<file path="config.mk">
export PLATFORM = sky130hd
export DESIGN_NAME = bit_destuffer
export DESIGN_NICKNAME = d
export VERILOG_FILES = /design/src/rtl/can_pkg.sv /design/src/rtl/bit_destuffer.sv
export SDC_FILE = /design/constraint.sdc
export NUM_CORES = 1
export LEC_CHECK = 0
export CAP_MARGIN = 20
export CORE_AREA = 2 2 46 48
export CTS_CLUSTER_DIAMETER = 200
export DETAILED_ROUTE_END_ITERATION = 8
export DIE_AREA = 0 0 48 50
export PLACE_DENSITY = 0.68
export SYNTH_ARGS = -nofsm -noshare
export SYNTH_HDL_FRONTEND = slang
export SYNTH_SLANG_ARGS = --single-unit
</file>
<file path="constraint.sdc">
create_clock -name clk -period 1.7 [get_ports clk]
set_clock_uncertainty 0.2 [all_clocks]
set_input_delay 0.17 -clock clk [delete_from_list [all_inputs] [get_ports clk]]
set_output_delay 0.17 -clock clk [all_outputs]
set_load 0.01 [all_outputs]
</file>
<file path="src/rtl/can_pkg.sv">
// Shared CAN receive-path definitions: destuffer states, the stuff run length,
// and the Gray/parity helpers used by the FD stuff-count check.
package can_pkg;

    typedef enum logic [1:0] {
        IDLE  = 2'd0,
        DYN   = 2'd1,
        FIXED = 2'd2,
        ERROR = 2'd3
    } destuff_state_t;

    localparam int STUFF_LEN_DEFAULT = 5;

    function automatic logic [2:0] to_gray3(input logic [2:0] value);
        return value ^ (value >> 1);
    endfunction

    // Even parity: the returned bit makes the total count of ones even.
    function automatic logic parity3(input logic [2:0] value);
        return ^value;
    endfunction

endpackage

</file>
<file path="src/rtl/bit_destuffer.sv">
// Removes dynamic CAN stuff bits, checks CAN FD fixed stuff bits and keeps the
// Gray-coded stuff count that the FD stuff-count field is compared against.
module bit_destuffer
    import can_pkg::*;
#(
    parameter int STUFF_LEN = STUFF_LEN_DEFAULT
) (
    input  logic       clk,
    input  logic       rst,
    input  logic       samplePoint,
    input  logic       canRX,
    input  logic       BS_onoff,
    input  logic       fixedStuff,
    output logic       isStuff,
    output logic       isError,
    output logic       bitOut,
    output logic       bitValid,
    output logic [2:0] stuffCount,
    output logic [2:0] stuffCntGray,
    output logic       stuffCntParity
);

    localparam logic [2:0] STUFF_RUN = 3'(STUFF_LEN);

    destuff_state_t state;
    logic           lastBit;
    logic [2:0]     runLen;
    logic [2:0]     fixPos;

    logic       same_bit;
    logic [2:0] run_next;
    logic [2:0] fix_pos_cur;

    assign same_bit    = (canRX == lastBit);
    assign run_next    = same_bit ? ((runLen == 3'd7) ? 3'd7 : runLen + 3'd1) : 3'd1;
    // Entering the fixed region from anywhere restarts the position at the stuff slot.
    assign fix_pos_cur = (state == FIXED) ? fixPos : 3'd0;

    always_ff @(posedge clk) begin
        if (rst) begin
            state      <= IDLE;
            lastBit    <= 1'b1;
            runLen     <= 3'd0;
            fixPos     <= 3'd0;
            isStuff    <= 1'b0;
            isError    <= 1'b0;
            bitOut     <= 1'b1;
            bitValid   <= 1'b0;
            stuffCount <= 3'd0;
        end else begin
            bitValid <= 1'b0;
            if (samplePoint) begin
                bitOut  <= canRX;
                lastBit <= canRX;
                runLen  <= run_next;
                fixPos  <= 3'd0;
                isStuff <= 1'b0;
                isError <= 1'b0;

                if (state == ERROR && (BS_onoff || fixedStuff)) begin
                    isError <= 1'b1;
                end else if (fixedStuff) begin
                    state  <= FIXED;
                    fixPos <= (fix_pos_cur == 3'd4) ? 3'd0 : fix_pos_cur + 3'd1;
                    if (fix_pos_cur == 3'd0) begin
                        if (same_bit) begin
                            isError <= 1'b1;
                            state   <= ERROR;
                        end else begin
                            isStuff <= 1'b1;
                        end
                    end else begin
                        bitValid <= 1'b1;
                    end
                end else if (BS_onoff) begin
                    state <= DYN;
                    if (runLen == STUFF_RUN) begin
                        if (same_bit) begin
                            isError <= 1'b1;
                            state   <= ERROR;
                        end else begin
                            isStuff    <= 1'b1;
                            stuffCount <= stuffCount + 3'd1;
                        end
                    end else begin
                        bitValid <= 1'b1;
                    end
                end else begin
                    state      <= IDLE;
                    bitValid   <= 1'b1;
                    stuffCount <= 3'd0;
                end
            end
        end
    end

    assign stuffCntGray   = to_gray3(stuffCount);
    assign stuffCntParity = parity3(stuffCntGray);

endmodule

</file>
; After elaboration in Yosys (flattened, before gate mapping)
; Index checks and enable logic that the tools add are counted.
[totals]
reg_bits = 15
in_bits = 6
output_inout_bits = 11
wordCells = 61
[op_classes]
n_addsub = 3
n_eq_ne = 8
n_mux = 31
n_bitwise = 4
n_reduce_logical = 7
[ops]
columns = operator, count
row1 = $mux W3, 9
row2 = $mux W1, 18
row3 = $add A3 B1 Y3 const B, 3
row4 = $eq A3 B3 Y1 const B, 3
row5 = $mux W2, 4
row6 = $reduce_and A5 Y1, 1
row7 = $eq A2 B2 Y1 const B, 2
row8 = $logic_not A3 Y1, 1
row9 = $not A1 Y1, 3
row10 = $reduce_or A3 Y1, 1
row11 = $reduce_xor A3 Y1, 1
row12 = $xor A3 B2 Y3, 1
row13 = $ne A2 B1 Y1 const B, 1
row14 = $ne A2 B2 Y1 const B, 1
row15 = $reduce_and A2 Y1, 1
row16 = $eq A1 B1 Y1, 1
row17 = $logic_and A1 B1 Y1, 1
row18 = $logic_or A1 B1 Y1, 1

; Logic depth before layout (Yosys ltp)
[logic_depth]
depth_word = 6
depth_mapped = 7
ltp_nobuf = 7

; Worst setup path before layout
; No wires, ideal clock.
[synth_path]
kind = register -> register
start = register state[0]
end = register isStuff
setup_ns = 0.071
t_arrival_ns = 1.599
required_ns = 1.429
path_slack_ns = -0.170
path_stages_with_launch = 8
n_path_buf = 0
period_less_slack_ns = 1.870
path_cell_list = dfxtp_1 -> and2b_2 -> nand2_1 -> ha_1 -> nand2_1 -> o22ai_2 -> or3b_1 -> a21oi_1
[synth_between]
elab_chain_cells = 6
elab_cells_between_ends = 8
cone_classes = 2 x eq/ne / 4 x mux / 2 x reduce/logical
[synth_rtl]
columns = item, line_no
row1 = from (decl), bit_destuffer.sv:25  ; destuff_state_t state;
row2 = from (signal assigned), bit_destuffer.sv:41  ; state <= IDLE;
row3 = from (signal assigned), bit_destuffer.sv:63  ; state <= FIXED;
row4 = from (signal assigned), bit_destuffer.sv:68  ; state <= ERROR;
row5 = $eq A2 B2 Y1, bit_destuffer.sv:37  ; assign fix_pos_cur = (state == FIXED) ? fixPos : 3'd0;
row6 = $mux W3, bit_destuffer.sv:37
row7 = $logic_not A3 Y1, bit_destuffer.sv:65  ; if (fix_pos_cur == 3'd0) begin
row8 = $mux W1, bit_destuffer.sv:65
row9 = $mux W1, bit_destuffer.sv:62  ; end else if (fixedStuff) begin
row10 = $mux W1 *, bit_destuffer.sv:60  ; if (state == ERROR && (BS_onoff || fixedStuff)) begin
row11 = to (signal assigned), bit_destuffer.sv:57  ; isStuff <= 1'b0;
row12 = to (signal assigned), bit_destuffer.sv:70  ; isStuff <= 1'b1;
row13 = to (signal assigned), bit_destuffer.sv:82  ; isStuff <= 1'b1;
row14 = to (decl), bit_destuffer.sv:14  ; output logic isStuff,
; Every way passes the cells marked *; elsewhere a longest branch is shown, timed or not.
; A chain may end at the register's enable or synchronous reset.

; Worst setup path in the final report
; Same ends and word-level chain as after synthesis.

==> impl_metrics.ini <==
[outcome]
outcome = finished, violations left
violations = negative setup slack

[global_routing]
track_usage_pct = 17.30
grt_pass1_vias = 730
grt_pass1_wl_um = 3036
grt-ovfl-total = 0
grt_max_degree = 9
antenna_found_initial = 0

[synth]
yosysUniqueCellTypes = 34
netlist_instances = 98
yosys_warnings = 0
netlist_area_um2 = 808.3
ys_seq_area_share_pct = 37.15
synth_top_cell_area_share_pct = 37.15
ys_seq_elements = 15
synth_edf_count = 0
syn_avg_cell_area_um2 = 8.248
synthFlopType = dfxtp_1
syn-num-nets = 109
async_flop_share_pct = 0
synth.largest_area_cell = dfxtp_1
ys_top_cells_by_area = dfxtp_1, ha_1, nand2_1, a21oi_1, nor2_1

[die]
start_util_pct = 42.50
ios = 17
core_area_um2 = 1902
dieWidth_um = 48
die_y_um = 50
die-area_um2 = 2400
rows = 16

[detailed_routing]
vias = 834
antenna_left = 0
dr.first_iter.drc_count = 17
wl_per_cell_um = 12.09
routed_wl_um = 1935
dr.pass1.iters = 4
drc_errors = 0
routed_via_density = 5.213

[power]
swShare_pct = 27.37
total_power_uw = 756.0
p_switching_uw = 206.9
p_comb_share_pct = 22.7
p_clk_share_pct = 27.3
p_seq_share_pct = 50.0
ir_drop_mv = 0.4916
leakagePower_uw = 0.0005879
p_per_area_nw_per_um2 = 624.9
p_int_uw = 549.1

[cts]
worstSkewPairLatency_ns = 0.28
cts-root-buf = clkbuf_4
clkTransAtPathRegs_ns = 0.08
cts.sinks = 15
numCtsBuffers = 3
htreeDepth = 1
cts_tree = yes
hold_buffers = 0
cts_buffer_depth = 2

[setup_path]
cp.required_ns = 1.72
path_cells = and2b_2 -> nand2_4 -> ha_4 -> nand2_2 -> o22ai_2 -> or3b_1 -> a21oi_1
critPathArrivalTime_ns = 1.79
cp_num_buf_inv = 0
start_kind = flip-flop
critPathMaxFanout = 3
criticalPathCategory = flip-flop to flip-flop
end_kind = flip-flop
critPathMaxStageDelay_ns = 0.37
slowest_stage = or3b_1
critPathTopFamily = simple AND/OR/NAND/NOR gates

[finish]
ff_latch_area_um2 = 304.0
fillers = 171
final_nets = 145
multi_input_area_um2 = 526.8
diodes = 0
syn_to_final_growth_pct = 49.69
stdcell_area_um2 = 1210
drive_above_1_share_pct = 28.57

[sta]
timing.final.crit_share_pct = 104.2
hold_violations = 0
slew-limit-headroom_pct = 73.57
slew_viol_final = 0
worstMarginPinSlew_ns = 0.3922
clock.fmax_mhz = 564.5
grt_setup_unrepaired = true
setup_viol = 2
fin_ws_ns = -0.07146
min_period_ns = 1.771
tns_ns = -0.1011

[place]
io_buffers = 16
dpl_cell_area_um2 = 1151
dp_hpwl_um = 1537
gp_congestion = 0.8132

[min_path]
min_path_type = flip-flop to flip-flop

[job]
cap_violations = 0
==> kinds of logic (layout without fill, tap and decap cells) <==
kind of cell / count (synthesis) / after routing / share of synthesized area (%)
muxes: 1 / 1 / 1.238
xor gates and xnor gates: 3 / 3 / 4.181
adders and majority gates: 5 / 5 / 7.740
DFF: 15 / 15 / 37.15
buffers and inverters: 9 / 44 / 4.799
AOI/OAI and AO/OA: 21 / 21 / 16.87
and+or+nand+nor: 44 / 44 / 28.02
==> flip-flops by register name (all words and copies together) (netlist names) <==
| register | cells |
|---|---|
| stuffCount | 3 |
| runLen | 3 |
| isError | 1 |
| isStuff | 1 |
| bitValid | 1 |
| lastBit | 1 |
| fixPos | 3 |
| state | 2 |
==> power groups by stage <==
stage | combinational [uW] | clock [uW] | sequential [uW]
final | 172 | 206 | 378
after global routing | 187 | 239 | 380
after CTS | 169 | 214 | 378
after detailed placement | 168 | 0 | 385
after global placement | 165 | 0 | 384
after floorplan | 73.8 | 0 | 390
==> worst min-delay path, cell delays in order, from the launching register on <==
cell,delay [ns]
dfxtp_1,0.32
nand2_1,0.06
a21oi_1,0.05
==> per-layer routing <==
| metal | GRT usage [%] | wire [um] | up-vias |
|---|---|---|---|
| li1 | - | - | 419 |
| met1 | 21.65 | 825 | 388 |
| met2 | 29.33 | 1016 | 25 |
| met3 | 2.198 | 77 | 2 |
| met4 | 5.405 | 14 | 0 |
| met5 | 0 | 0 | - |
==> placed cells by master (no fill, tap or decap), types with 2 or more instances in the layout <==
cell type and n:
xor2_1 2, dlygate4sd2_1 2, nor3_1 4, dfxtp_2 3, nor2_1 9, inv_1 5
nand3_1 5, buf_4 19, dfxtp_1 12, nand2_1 9, dlymetal6s2s_1 2, a21oi_1 6
o21ai_0 5, clkdlybuf4s50_1 11, nand4_1 4, ha_1 3, nand2_4 2, clkbuf_4 3
ha_4 2
==> path summary, 6_finish.rpt <==
check / endpoint / cells past startpoint / from / slack [ns]
worst max-delay path: isStuff / 7 / state[0] / -0.07
worst max register to register: isStuff / 7 / state[0] / -0.07
worst min-delay path: isStuff / 2 / isStuff / 0.27
worst min register to register: isStuff / 2 / isStuff / 0.27
==> synthesized netlist by cell type, types with 2 or more instances <==
master and n:
dfxtp_1 15, nand2_1 12, nor2_1 9, a21oi_1 7, ha_1 5, inv_1 5, nand3_1 5, o21ai_0 5
nand4_1 4, nor3_1 4, a211oi_1 2, clkbuf_1 2, xor2_1 2
==> area by class of cell <==
type / instances / area share, %
inverters: 5 / 1.551
repair buffers: 35 / 24.82
well taps: 27 / 2.792
clock buffers: 4 / 2.172
multi-input cells: 74 / 43.54
flip-flops and latches: 15 / 25.13
==> timing repair <==
action / 4_1_cts / 5_1_grt
gates resized for setup: 8 / 6
pin swaps: 5 / 2
setup endpoints to repair: 6 / 8
buffers inserted: 0 / 1
==> stage by stage <==
| stage | hold slack [ns] | worst slack, ns | std cells | util, % |
|---|---|---|---|---|
| after CTS | 0.2693 | -0.08619 | 160 | 63.03 |
| after floorplan | 0.04931 | -0.02018 | 98 | - |
| final | 0.2661 | -0.07146 | 160 | 63.62 |
| after detailed placement | 0.2558 | -0.07691 | 156 | 60.53 |
| after global routing | 0.2854 | -0.1553 | 160 | 63.62 |
| after global placement | 0.2551 | -0.05900 | 156 | 60.53 |
Power figures use the tool's default switching activity.
